$ cat src/rtl/boot_pkg.sv
// Shared boot-loader constants: FSM state encoding and UART protocol framing.
package boot_pkg;
  localparam logic [1:0] S_LEN  = 2'd0;
  localparam logic [1:0] S_DATA = 2'd1;
  localparam logic [1:0] S_DONE = 2'd2;
  localparam logic [1:0] S_ERR  = 2'd3;

  localparam int LEN_BYTES  = 4;
  localparam int WORD_BYTES = 4;
endpackage

$ cat src/rtl/boot_loader_if.sv
// Byte-stream in / instruction-memory write-port out bundle of the boot loader.
interface boot_loader_if;
  logic        rx_valid;
  logic [7:0]  rx_data;
  logic        imem_we;
  logic [31:0] imem_addr;
  logic [31:0] imem_wdata;

  modport slave  (input  rx_valid, rx_data, output imem_we, imem_addr, imem_wdata);
  modport master (output rx_valid, rx_data, input  imem_we, imem_addr, imem_wdata);
endinterface

$ cat src/rtl/byte_packer.sv
// Little-endian 4-byte assembler; word_done/word are valid combinationally with the 4th byte.
module byte_packer
  import boot_pkg::*;
(
  input  logic        clk,
  input  logic        rst_n,
  input  logic        in_valid,
  input  logic [7:0]  in_byte,
  output logic        word_done,
  output logic [31:0] word
);
  logic [1:0]  cnt;
  logic [23:0] buf_q;

  // Earlier bytes shift down so the first byte lands in bits 7:0.
  assign word_done = in_valid && (cnt == 2'(WORD_BYTES - 1));
  assign word      = {in_byte, buf_q};

  always_ff @(posedge clk) begin
    if (!rst_n) begin
      cnt   <= '0;
      buf_q <= '0;
    end else if (in_valid) begin
      cnt   <= cnt + 2'd1;
      buf_q <= {in_byte, buf_q[23:8]};
    end
  end
endmodule

$ cat src/rtl/boot_loader.sv
// UART boot loader: length header then N little-endian words written to imem, core held until done.
module boot_loader
  import boot_pkg::*;
#(
  parameter int          MEM_WORDS = 512,
  parameter logic [31:0] BASE_ADDR = 32'h0000_0000
) (
  input  logic          clk,
  input  logic          rst_n,
  boot_loader_if.slave  bus,
  output logic          core_rst_n,
  output logic          boot_done,
  output logic          boot_err
);
  localparam int IDX_W = $clog2(MEM_WORDS) + 1;

  logic [1:0]       state;
  logic [IDX_W-1:0] idx;
  logic [IDX_W-1:0] n_words;
  logic             pk_valid;
  logic             word_done;
  logic [31:0]      word;

  // Header and payload share one packer; terminal states stop feeding it.
  assign pk_valid = bus.rx_valid && (state == S_LEN || state == S_DATA);

  byte_packer u_packer (
    .clk       (clk),
    .rst_n     (rst_n),
    .in_valid  (pk_valid),
    .in_byte   (bus.rx_data),
    .word_done (word_done),
    .word      (word)
  );

  assign core_rst_n = (state == S_DONE);
  assign boot_done  = (state == S_DONE);
  assign boot_err   = (state == S_ERR);

  always_ff @(posedge clk) begin
    if (!rst_n) begin
      state          <= S_LEN;
      idx            <= '0;
      n_words        <= '0;
      bus.imem_we    <= 1'b0;
      bus.imem_addr  <= '0;
      bus.imem_wdata <= '0;
    end else begin
      bus.imem_we <= 1'b0;
      if (word_done) begin
        case (state)
          S_LEN: begin
            if (word == 32'd0)
              state <= S_DONE;
            else if (word > 32'(MEM_WORDS))
              state <= S_ERR;
            else begin
              state   <= S_DATA;
              idx     <= '0;
              n_words <= word[IDX_W-1:0];
            end
          end
          S_DATA: begin
            bus.imem_we    <= 1'b1;
            bus.imem_wdata <= word;
            bus.imem_addr  <= BASE_ADDR + (32'(idx) << 2);
            idx            <= idx + 1'b1;
            if (idx == n_words - 1'b1)
              state <= S_DONE;
          end
          default: ;
        endcase
      end
    end
  end
endmodule

$ cat src/flat_wrapper.sv
// flat-port wrapper written by rule: the top's interface ports become plain ports
module boot_loader_flat import boot_pkg::*;
#(
  parameter int          MEM_WORDS = 512,
  parameter logic [31:0] BASE_ADDR = 32'h0000_0000
)
  (clk, rst_n, core_rst_n, boot_done, boot_err, bus_rx_valid, bus_rx_data, bus_imem_we, bus_imem_addr, bus_imem_wdata);
  boot_loader_if bus_i ();
  input  logic clk;
  input  logic rst_n;
  output logic core_rst_n;
  output logic boot_done;
  output logic boot_err;
  input wire logic [$bits(bus_i.rx_valid)-1:0] bus_rx_valid;
  input wire logic [$bits(bus_i.rx_data)-1:0] bus_rx_data;
  output wire logic [$bits(bus_i.imem_we)-1:0] bus_imem_we;
  output wire logic [$bits(bus_i.imem_addr)-1:0] bus_imem_addr;
  output wire logic [$bits(bus_i.imem_wdata)-1:0] bus_imem_wdata;
  assign bus_i.rx_valid = bus_rx_valid;
  assign bus_i.rx_data = bus_rx_data;
  assign bus_imem_we = bus_i.imem_we;
  assign bus_imem_addr = bus_i.imem_addr;
  assign bus_imem_wdata = bus_i.imem_wdata;
  boot_loader #(.MEM_WORDS(MEM_WORDS), .BASE_ADDR(BASE_ADDR)) u_core (.clk(clk), .rst_n(rst_n), .bus(bus_i), .core_rst_n(core_rst_n), .boot_done(boot_done), .boot_err(boot_err));
endmodule
$ cat config.mk
export PLATFORM = sky130hd
export DESIGN_NAME = boot_loader_flat
export DESIGN_NICKNAME = d
export VERILOG_FILES = /design/src/rtl/boot_pkg.sv /design/src/rtl/boot_loader_if.sv /design/src/rtl/byte_packer.sv /design/src/rtl/boot_loader.sv /design/src/flat_wrapper.sv
export SDC_FILE = /design/constraint.sdc
export NUM_CORES = 1
export LEC_CHECK = 0
export CORE_MARGIN = 4
export CORE_UTILIZATION = 63
export DETAILED_ROUTE_END_ITERATION = 12
export DONT_BUFFER_PORTS = 1
export HOLD_SLACK_MARGIN = 0.06
export PLACE_DENSITY = 0.88
export SLEW_MARGIN = 20
export SYNTH_ARGS = -nofsm -noshare
export SYNTH_HDL_FRONTEND = slang
export SYNTH_SLANG_ARGS = --single-unit
$ cat constraint.sdc
create_clock -name clk -period 3.4 [get_ports clk]
set_clock_uncertainty 0.2 [all_clocks]
set_input_delay 1.02 -clock clk [delete_from_list [all_inputs] [get_ports clk]]
set_output_delay 1.02 -clock clk [all_outputs]
set_load 0.01 [all_outputs]
==> flow_summary_export.csv, run 1 <==
group,metric,value,unit
outcome,status,"completed",
layout,n_antenna_cell,0,
detailed_routing,routed_wl,8480,um
detailed_routing,antenna_left,0,
layout,syn2layout_area_growth,2.20,%
setup_path,end_kind,"flip-flop",
placed_design,dp_slack,0.287,ns
yosys,ys_top_cells_by_area,"dfxtp_1 44%, nand2_1 13%, a21boi_0 12%",
grt,grt_pass1_vias,2955,
timing,fin_crit,2.82,ns
setup_path,crit_buf_inv,1,
floorplanning,fp-row-count,29,
floorplanning,pin_count,79,
yosys,yosys.area.top_type,"dfxtp_1",
layout,fillers,497,
detailed_routing,vias_per_cell,5.68,
detailed_routing,drcViolationCount,0,
timing,fmax,355,MHz
power,p_int,0.00139,W
grt,track_usage,23.0,%
clock_tree,clkTransAtPathRegs,0.08,ns
setup_path,cp_max_fo,6,
setup_path,path_class,"flip-flop to flip-flop",
power,power_frac_comb,3.8,%
timing,setup_ws,0.580,ns
yosys,syn_inst,491,
yosys,synth.most_common_cell,"nand2_1",
yosys,avgSynthCellArea,8.34,um^2
yosys,synth_enable_flop_cells,0,
layout,drive_above_1_share,5.23,%
setup_path,crit_family,"simple AND/OR/NAND/NOR gates",
floorplanning,initial_core_util,64.9,%
setup_path,required,3.50,ns
clock_tree,clock-root-buffer,"clkbuf_8",
timing,rsz0062_at_grt,"false",
clock_tree,cts_resized,0,
run,drv_cap,0,
layout,fin_util,66.3,%
floorplanning,die_area,0.00785,mm^2
setup_path,cpPeakStageDelay,0.59,ns
grt,antenna_found_initial,0,
placed_design,portBuffers,0,
timing,tightest_slew,0.983,ns
clock_tree,cts_made_buffers,9,
power,p_sw,0.000426,W
floorplanning,chipWidth,88.6,um
clock_tree,post-cts-setup-buffers,0,
timing,drv_slew,0,
layout,seqCellArea,0.00182,mm^2
grt,grt_overflow,0,
timing,tns,0,ns
setup_path,arrival,2.92,ns
clock_tree,cts_hold_buf,0,
yosys,ys.warnings.count,0,
timing,setup_viol,0,
power,p_leak,1.41,nW
detailed_routing,drtIter0Drc,225,
floorplanning,die_y,88.6,um
detailed_routing,dr_total_vias,3150,
yosys,netlist_top_cells_count,"145 x nand2_1, 91 x dfxtp_1, 67 x a21boi_0, 26 x clkbuf_1, 23 x buf_4",
setup_path,worst_path_max_delay_cell,"or4_1",
floorplanning,core_area,0.00631,mm^2
setup_path,path_cells,"inv_1, ha_1, or4b_4, o21ai_1, a21oi_1, or4_1, nor4b_1, o311a_2",
hold_path,hold_class,"flip-flop to flip-flop",
power,ir_worst_vdd,0.318,mV
yosys,seq_area_frac_synth,44.5,%
yosys,async_flop_share,0,%
yosys,synth_area,0.00410,mm^2
clock_tree,clock_path_buffers,2,
detailed_routing,drt-pass1-iter-count,5,
timing,final.period_utilization,82.9,%
timing,hold_violations,0,
clock_tree,cts_tree,"yes",
power,seqPwrFrac,60.1,%
yosys,synth_top_area_share,44.5,%
clock_tree,clk_latency,0.36,ns
layout,multi_input_area,0.00204,mm^2
placed_design,dp_hpwl,5910,um
detailed_routing,wl_per_cell,15.3,um
power,pwr-share-clk,36.1,%
yosys,netlist-cell-type-count,44,
power,switching_share,23.4,%
grt,grt_max_degree,86,
clock_tree,h-tree-depth,3,
placed_design,gp_routability_congestion,0.940,
setup_path,critPathLaunchType,"flip-flop",
timing,slew_headroom,34.5,%
timing,whs,0.287,ns
yosys,yosys_register_bits,91,
yosys,yosys_most_used_dff,"dfxtp_1",
grt,grt_pass1_wl,14000,um
clock_tree,cts.sink_count,91,
layout,final_nets,487,
power,powerDensity,434,mW/mm^2
## per-stage QoR
stage          area [um^2]  power (W)  instances
6_report              4190    0.00182        555
5_1_grt               4190    0.00189        555
2_1_floorplan         4170    0.00120        512
3_3_place_gp          4010    0.00118        539
4_1_cts               4190    0.00184        555
3_5_place_dp          4010    0.00119        539
## power groups by stage
| stage | Clock (W) | Sequential, W | Combinational, W |
|---|---|---|---|
| after global placement | 0 | 0.00112 | 0.0000679 |
| after detailed placement | 0 | 0.00112 | 0.0000692 |
| after floorplan | 0 | 0.00111 | 0.0000891 |
| after global routing | 0.000713 | 0.00109 | 0.0000783 |
| final | 0.000657 | 0.00109 | 0.0000694 |
| after CTS | 0.000674 | 0.00109 | 0.0000693 |
## path summary, 6_finish.rpt
kind / from / end / slack (ns) / cells after the start
max: u_core.n_words[0]$_SDFFE_PN0P_ / u_core.state[1]$_SDFFE_PN0P_ / 0.58 / 8
min: u_core.u_packer.cnt[1]$_SDFFE_PN0P_ / u_core.u_packer.cnt[1]$_SDFFE_PN0P_ / 0.29 / 2
max reg2reg: u_core.n_words[0]$_SDFFE_PN0P_ / u_core.state[1]$_SDFFE_PN0P_ / 0.58 / 8
min reg2reg: u_core.u_packer.cnt[1]$_SDFFE_PN0P_ / u_core.u_packer.cnt[1]$_SDFFE_PN0P_ / 0.29 / 2
## worst register-to-register path, cell delays in order, from the launching register on
cell	delay, ns
dfxtp_1	0.36
inv_1	0.07
ha_1	0.28
or4b_4	0.53
o21ai_1	0.13
a21oi_1	0.07
or4_1	0.59
nor4b_1	0.35
o311a_2	0.19
## cell type report
type	instances	area share, %
clock inverter	5	0.867
tap	77	2.30
clock buffer	11	3.38
timing repair buffer	4	0.717
sequential	91	43.5
inverter	4	0.359
multi-input combinational	363	48.8
## metal layers
metal / global-route usage (%) / vias to the layer above / wire (um)
li1: - / 1545 / -
met1: 27.6 / 1447 / 3520
met2: 36.4 / 133 / 3980
met3: 8.85 / 25 / 743
met4: 10.6 / 0 / 246
met5: 0 / - / 0
## sequential cells by signal, indices dropped and copies added (netlist names)
register / cells
u_core.u_packer.cnt: 2
u_core.bus.imem_wdata: 32
u_core.bus.imem_we: 1
u_core.u_packer.buf_q: 24
u_core.n_words: 10
u_core.state: 2
u_core.idx: 10
u_core.bus.imem_addr: 10
## cells in the final DEF (no fill, tap or decap), drive strengths merged, types with 3 or more instances in the layout
| cell type | instances |
|---|---|
| a21boi | 67 |
| a21oi | 7 |
| and2 | 3 |
| and3 | 3 |
| buf | 4 |
| clkbuf | 11 |
| clkinvlp | 3 |
| conb | 22 |
| dfxtp | 91 |
| ha | 3 |
| inv | 5 |
| mux2i | 11 |
| nand2 | 145 |
| nand2b | 3 |
| nand3 | 5 |
| nor2 | 13 |
| nor2b | 13 |
| nor3 | 8 |
| nor4 | 8 |
| o21ai | 10 |
| or3 | 6 |
| xnor2 | 10 |
| xor2 | 7 |
## logic make-up (layout without fill, tap and decap cells)
| kind of cell | Yosys count | count (layout) | share of synthesized area (%) |
|---|---|---|---|
| other cells | 1 | 22 | 0.0916 |
| mux | 11 | 11 | 2.69 |
| simple gates | 217 | 217 | 24.0 |
| flops | 91 | 91 | 44.5 |
| buf+inv | 58 | 24 | 7.52 |
| compound gates | 93 | 93 | 16.7 |
| xor+xnor | 17 | 17 | 3.64 |
| fa+ha+maj | 3 | 3 | 0.917 |
Power figures use the tool's default switching activity.
==> run 2, diff against run 1 <==
Clock period 3.4 ns to 2.88 ns, I/O delays scaled along.
==> run 2 against run 1 <==
Against the previous run:
- critical path depth is the same
- sequential power grew 18%
- register-to-register slack lost 0.45 ns
- flip-flop and latch count is the same
- maximum frequency grew 2.7%
- clock power grew 32%
- non-clock buffer count grew 4
- sequential share of layout area shrank 0.65 points
- via count shrank 0.32%
- core utilization grew 1.0 points
- worst setup slack lost 0.45 ns
- critical path type unchanged
- largest cell class unchanged
- highest routed layer unchanged
==> flow_summary_export.csv, run 2 (same netlist as run 1, synthesis figures left out) <==
group,metric,value,unit
outcome,status,"completed",
layout,multi_input_area,0.00204,mm^2
layout,top_register,"u_core.bus.imem_wdata",
grt,antenna_found_initial,0,
grt,grt_overflow,0,
hold_path,hold_depth,2,
timing,drv_slew,0,
floorplanning,die_area,0.00785,mm^2
setup_path,end_kind,"flip-flop",
floorplanning,initial_core_util,64.9,%
layout,design_area,0.00425,mm^2
clock_tree,cts_tree,"yes",
hold_path,min-delay-start,"u_core.u_packer.cnt[1]$_SDFFE_PN0P_",
setup_path,rrSetupSlack,0.13,ns
layout,final_common_cell,"nand2_1",
layout,fillers,508,
detailed_routing,wl_per_cell,15.2,um
grt,grt_max_degree,86,
setup_path,r2r_start,"u_core.n_words[1]$_SDFFE_PN0P_",
timing,fmax,364,MHz
power,powerDensity,527,mW/mm^2
placed_design,dp_slack,0.0787,ns
floorplanning,core_area,0.00631,mm^2
detailed_routing,drtIter0Drc,231,
floorplanning,die_y,88.6,um
layout,final_cell_mix,"145 x nand2_1, 91 x dfxtp_1, 67 x a21boi_0, 22 x conb_1",
hold_path,hold_class,"flip-flop to flip-flop",
detailed_routing,antenna_left,0,
layout,syn2layout_area_growth,3.76,%
power,p_leak,1.44,nW
setup_path,timing.rr.end,"u_core.state[1]$_SDFFE_PN0P_",
placed_design,postPlaceCellArea,0.00405,mm^2
detailed_routing,routed_wl,8490,um
detailed_routing,dr_total_vias,3140,
clock_tree,clock-root-buffer,"clkbuf_8",
layout,n_antenna_cell,0,
layout,seqCellArea,0.00182,mm^2
setup_path,worst_r2r_path_depth,8,
clock_tree,clock_path_buffers,2,
floorplanning,pin_count,79,
clock_tree,clkTransAtPathRegs,0.08,ns
grt,grt_pass1_wl,14100,um
timing,final.period_utilization,95.4,%
layout,final_nets,491,
placed_design,gp_routability_congestion,0.906,
setup_path,required,2.98,ns
setup_path,critPathLaunchType,"flip-flop",
clock_tree,cts.sink_count,91,
placed_design,dp_cells,543,
power,ir_worst_vdd,0.359,mV
timing,setup_viol,0,
timing,tns,0,ns
setup_path,cp_max_fo,4,
clock_tree,cts_made_buffers,9,
timing,fin_crit,2.75,ns
detailed_routing,drcViolationCount,0,
setup_path,arrival,2.85,ns
layout,fin_cells,558,
grt,grt_pass1_vias,2993,
hold_path,hold_path_end,"u_core.u_packer.cnt[1]$_SDFFE_PN0P_",
clock_tree,cts_hold_buf,0,
placed_design,portBuffers,0,
grt,track_usage,22.9,%
clock_tree,cts_resized,0,
clock_tree,h-tree-depth,3,
timing,rsz0062_at_grt,"false",
detailed_routing,vias_per_cell,5.63,
layout,fin_util,67.3,%
detailed_routing,drt-pass1-iter-count,4,
layout,top_regs,"u_core.bus.imem_wdata: 32 flops, u_core.u_packer.buf_q: 24 flops",
setup_path,path_class,"flip-flop to flip-flop",
run,drv_cap,0,
floorplanning,chipWidth,88.6,um
clock_tree,clk_latency,0.36,ns
placed_design,dp_hpwl,6000,um
floorplanning,fp-row-count,29,
layout,drive_above_1_share,6.03,%
timing,hold_violations,0,
layout,largest_reg_flops,32,
timing,setup_ws,0.133,ns
clock_tree,post-cts-setup-buffers,0,
-- run 2: cell count changes in the layout (fill, tap and decap cells not counted), sizes merged --
cell	before	now
clkbuf	11	10
buf	4	8
bufinv	0	1
clkinv	1	0
-- run 2: per-stage QoR --
step	hold slack (ns)	power, W
floorplan	0.247	0.00142
global placement	0.253	0.00140
detailed placement	0.283	0.00140
CTS	0.294	0.00225
global route	0.317	0.00232
finish	0.286	0.00224
-- run 2: layout make-up --
class | count | area share [%]
flip-flops and latches | 91 | 42.9
repair buffers | 8 | 1.71
multi-input cells | 363 | 48.1
well taps | 77 | 2.27
clock inverters | 5 | 1.44
inverters | 4 | 0.353
clock buffers | 10 | 3.24
-- run 2: worst max-delay path by stage --
stage / startpoint / to / slack, ns / depth (start not counted)
6_report: u_core.n_words[1]$_SDFFE_PN0P_ / u_core.state[1]$_SDFFE_PN0P_ / 0.13 / 8
5_1_grt: u_core.n_words[1]$_SDFFE_PN0P_ / u_core.state[1]$_SDFFE_PN0P_ / 0.03 / 8
4_1_cts: u_core.n_words[1]$_SDFFE_PN0P_ / u_core.state[1]$_SDFFE_PN0P_ / 0.14 / 8
3_5_place_dp: bus_rx_data[2] / u_core.idx[9]$_SDFFE_PN0P_ / 0.08 / 6
3_3_place_gp: bus_rx_data[7] / u_core.idx[9]$_SDFFE_PN0P_ / 0.1 / 6
2_1_floorplan: bus_rx_data[2] / u_core.idx[9]$_SDFFE_PN0P_ / 0.15 / 7
-- run 2: critical path, stage by stage, from the launching register on --
cell	delay, ns
dfxtp_1	0.35
inv_1	0.07
ha_1	0.18
or4b_4	0.50
o21ai_1	0.15
a21oi_1	0.07
or4_1	0.59
nor4b_1	0.38
o311a_2	0.20
-- run 2: power by group --
group / internal (W) / switching (W) / total, W
Combinational: 0.0000346 / 0.0000493 / 0.0000839
Sequential: 0.00127 / 0.0000172 / 0.00129
Clock: 0.000423 / 0.000444 / 0.000867
Total: 0.00173 / 0.000511 / 0.00224
-- run 2: routing by layer --
layer | wire [um] | vias up | share of wire [%] | global-route usage [%]
met1 | 3600 | 1460 | 42 | 28.8
met3 | 737 | 10 | 8.7 | 7.26
li1 | - | 1555 | - | -
met2 | 4040 | 115 | 48 | 36.6
met4 | 112 | 0 | 1.3 | 8.93
met5 | 0 | - | 0 | 0
==> run 3, diff against run 2 <==
Settings changed: CORE_UTILIZATION 63 to 57, PLACE_DENSITY 0.88 to 0.84.
Clock period 2.88 ns to 2.2 ns, I/O delays scaled along.
==> run 3 against run 2 <==
Against the previous run:
- wire length up 13%
- the run now ends with setup timing left
- clock-buffer cell count unchanged
- clock power up 31%
- critical path depth unchanged
- cell count up 9.9%
- non-clock buffer count up 35
==> flow_summary_export.csv, run 3 (same netlist as run 1, synthesis figures left out) <==
group,metric,value,unit
clock_tree,cts_made_buffers,9,
clock_tree,cts_hold_buf,0,
setup_path,path_cells,"inv_2, ha_4, or4b_4, o21ai_2, a21oi_2, or4_4, nor4b_4, o311a_2",
placed_design,postPlaceCellArea,0.00437,mm^2
run,drv_cap,0,
clock_tree,h-tree-depth,3,
layout,top_regs,"u_core.bus.imem_wdata: 32 flops, u_core.u_packer.buf_q: 24 flops",
setup_path,path_class,"flip-flop to flip-flop",
placed_design,portBuffers,0,
clock_tree,cts_tree,"yes",
layout,top_register,"u_core.bus.imem_wdata",
hold_path,hold_class,"input port to flip-flop",
detailed_routing,antenna_left,0,
grt,grt_overflow,0,
setup_path,required,2.32,ns
outcome,status,"finished, violations left",
layout,multi_input_area,0.00218,mm^2
timing,final.period_utilization,110,%
clock_tree,clkTransAtPathRegs,0.09,ns
placed_design,dp_slack,-0.323,ns
layout,drive_above_1_share,17.6,%
power,ir_worst_vdd,0.557,mV
timing,hold_violations,0,
grt,grt_max_degree,86,
power,p_leak,1.69,nW
timing,fmax,415,MHz
timing,rsz0062_at_grt,"true",
floorplanning,pin_count,79,
grt,track_usage,22.8,%
detailed_routing,drtIter0Drc,189,
setup_path,worst_path_max_delay_cell,"or4_4",
setup_path,arrival,2.53,ns
detailed_routing,drcViolationCount,0,
setup_path,end_kind,"flip-flop",
floorplanning,core_area,0.00687,mm^2
setup_path,rrSetupSlack,-0.21,ns
layout,syn2layout_area_growth,15.1,%
floorplanning,initial_core_util,59.6,%
clock_tree,clk_latency,0.37,ns
timing,drv_slew,0,
floorplanning,fp-row-count,30,
detailed_routing,routed_wl,9580,um
detailed_routing,vias_per_cell,5.44,
setup_path,critPathLaunchType,"flip-flop",
layout,seqCellArea,0.00183,mm^2
placed_design,dp_hpwl,6500,um
timing,setup_viol,12,
floorplanning,die_area,0.00860,mm^2
clock_tree,cts.sink_count,91,
layout,final_cell_mix,"144 x nand2_1, 88 x dfxtp_1, 67 x a21boi_0, 39 x buf_4, 22 x conb_1",
placed_design,gp_routability_congestion,0.916,
setup_path,crit_family,"simple AND/OR/NAND/NOR gates",
layout,design_area,0.00471,mm^2
layout,n_antenna_cell,0,
layout,final_common_cell,"nand2_1",
setup_path,cpPeakStageDelay,0.52,ns
layout,largest_reg_flops,32,
layout,final_nets,526,
grt,grt_pass1_vias,3277,
detailed_routing,wl_per_cell,15.6,um
outcome,violations,"setup timing",
power,powerDensity,630,mW/mm^2
detailed_routing,drt-pass1-iter-count,5,
power,p_total,0.00297,W
grt,grt_pass1_wl,15400,um
timing,fin_crit,2.41,ns
clock_tree,clock-root-buffer,"clkbuf_8",
layout,fillers,553,
clock_tree,clock_path_buffers,2,
timing,setup_ws,-0.211,ns
floorplanning,chipWidth,92.8,um
grt,antenna_found_initial,0,
setup_path,cp_max_fo,3,
setup_path,crit_buf_inv,1,
floorplanning,die_y,92.8,um
detailed_routing,dr_total_vias,3336,
-- run 3: cell count changes in the layout (fill, tap and decap cells not counted), moves of 3 or more --
| cell | delta |
|---|---|
| o21ai_0 | -3 |
| a21oi_1 | -4 |
| a21oi_2 | +4 |
| or3_1 | -4 |
| dfxtp_1 | -3 |
| buf_4 | +32 |
| dfxtp_2 | +3 |
| or3_4 | +4 |
-- run 3: area by class of cell --
cell class	instances	share of cell area, %
Clock buffer	10	2.71
Clock inverter	6	1.51
Inverter	4	0.319
Multi-Input combinational cell	363	46.2
Sequential cell	91	38.7
Tap cell	96	2.55
Timing Repair Buffer	43	8.02
-- run 3: repair_timing --
action                                  in CTS  in global routing
endpoints found under the setup margin      20                 20
cloned                                       0                  1
endpoints found under the hold margin        0                  0
pin swaps                                    1                  1
buffers inserted                             0                  1
resized for setup                            7                 21
-- run 3: per-stage QoR --
step / hold slack [ns] / utilization (%) / std cells / TNS (ns)
global placement: 0.253 / 63.6 / 595 / -3.54
global route: 0.194 / 68.6 / 613 / -2.43
finish: 0.229 / 68.6 / 613 / -0.979
floorplan: 0.247 / - / 512 / -1.08
detailed placement: 0.271 / 63.6 / 595 / -4.16
CTS: 0.202 / 67.0 / 611 / -0.605
-- run 3: metal layers --
metal  up-vias  wire (um)  GRT usage [%]
met3        23        734           8.37
met2       116       4860           37.4
li1       1626          -              -
met4         0        179           8.67
met1      1571       3800           27.0
met5         -          0              0
-- run 3: report_power, final --
part	internal (W)	leakage [nW]	switching (W)	total (W)
registers	0.00167	0.737	0.0000162	0.00168
logic	0.0000648	0.860	0.0000792	0.000144
clock network	0.000535	0.0935	0.000610	0.00114
total	0.00227	1.69	0.000705	0.00297
-- run 3: path summary, 6_finish.rpt --
path | from | to | depth (start not counted)
max reg2reg | u_core.n_words[1]$_SDFFE_PN0P_ | u_core.state[1]$_SDFFE_PN0P_ | 8
min | bus_rx_data[5] | u_core.u_packer.buf_q[21]$_SDFFE_PN0P_ | 2
max | u_core.n_words[1]$_SDFFE_PN0P_ | u_core.state[1]$_SDFFE_PN0P_ | 8
min reg2reg | u_core.u_packer.cnt[1]$_SDFFE_PN0P_ | u_core.u_packer.cnt[1]$_SDFFE_PN0P_ | 2
-- run 3: worst reg2reg max path: cells and delay by family (launching register included) --
| kind | cells | cell delay [ns] |
|---|---|---|
| and+or+nand+nor | 3 | 1.26 |
| AOI/OAI and AO/OA | 3 | 0.37 |
| adders and majority gates | 1 | 0.13 |
| DFF | 1 | 0.33 |
| buffers and inverters | 1 | 0.06 |
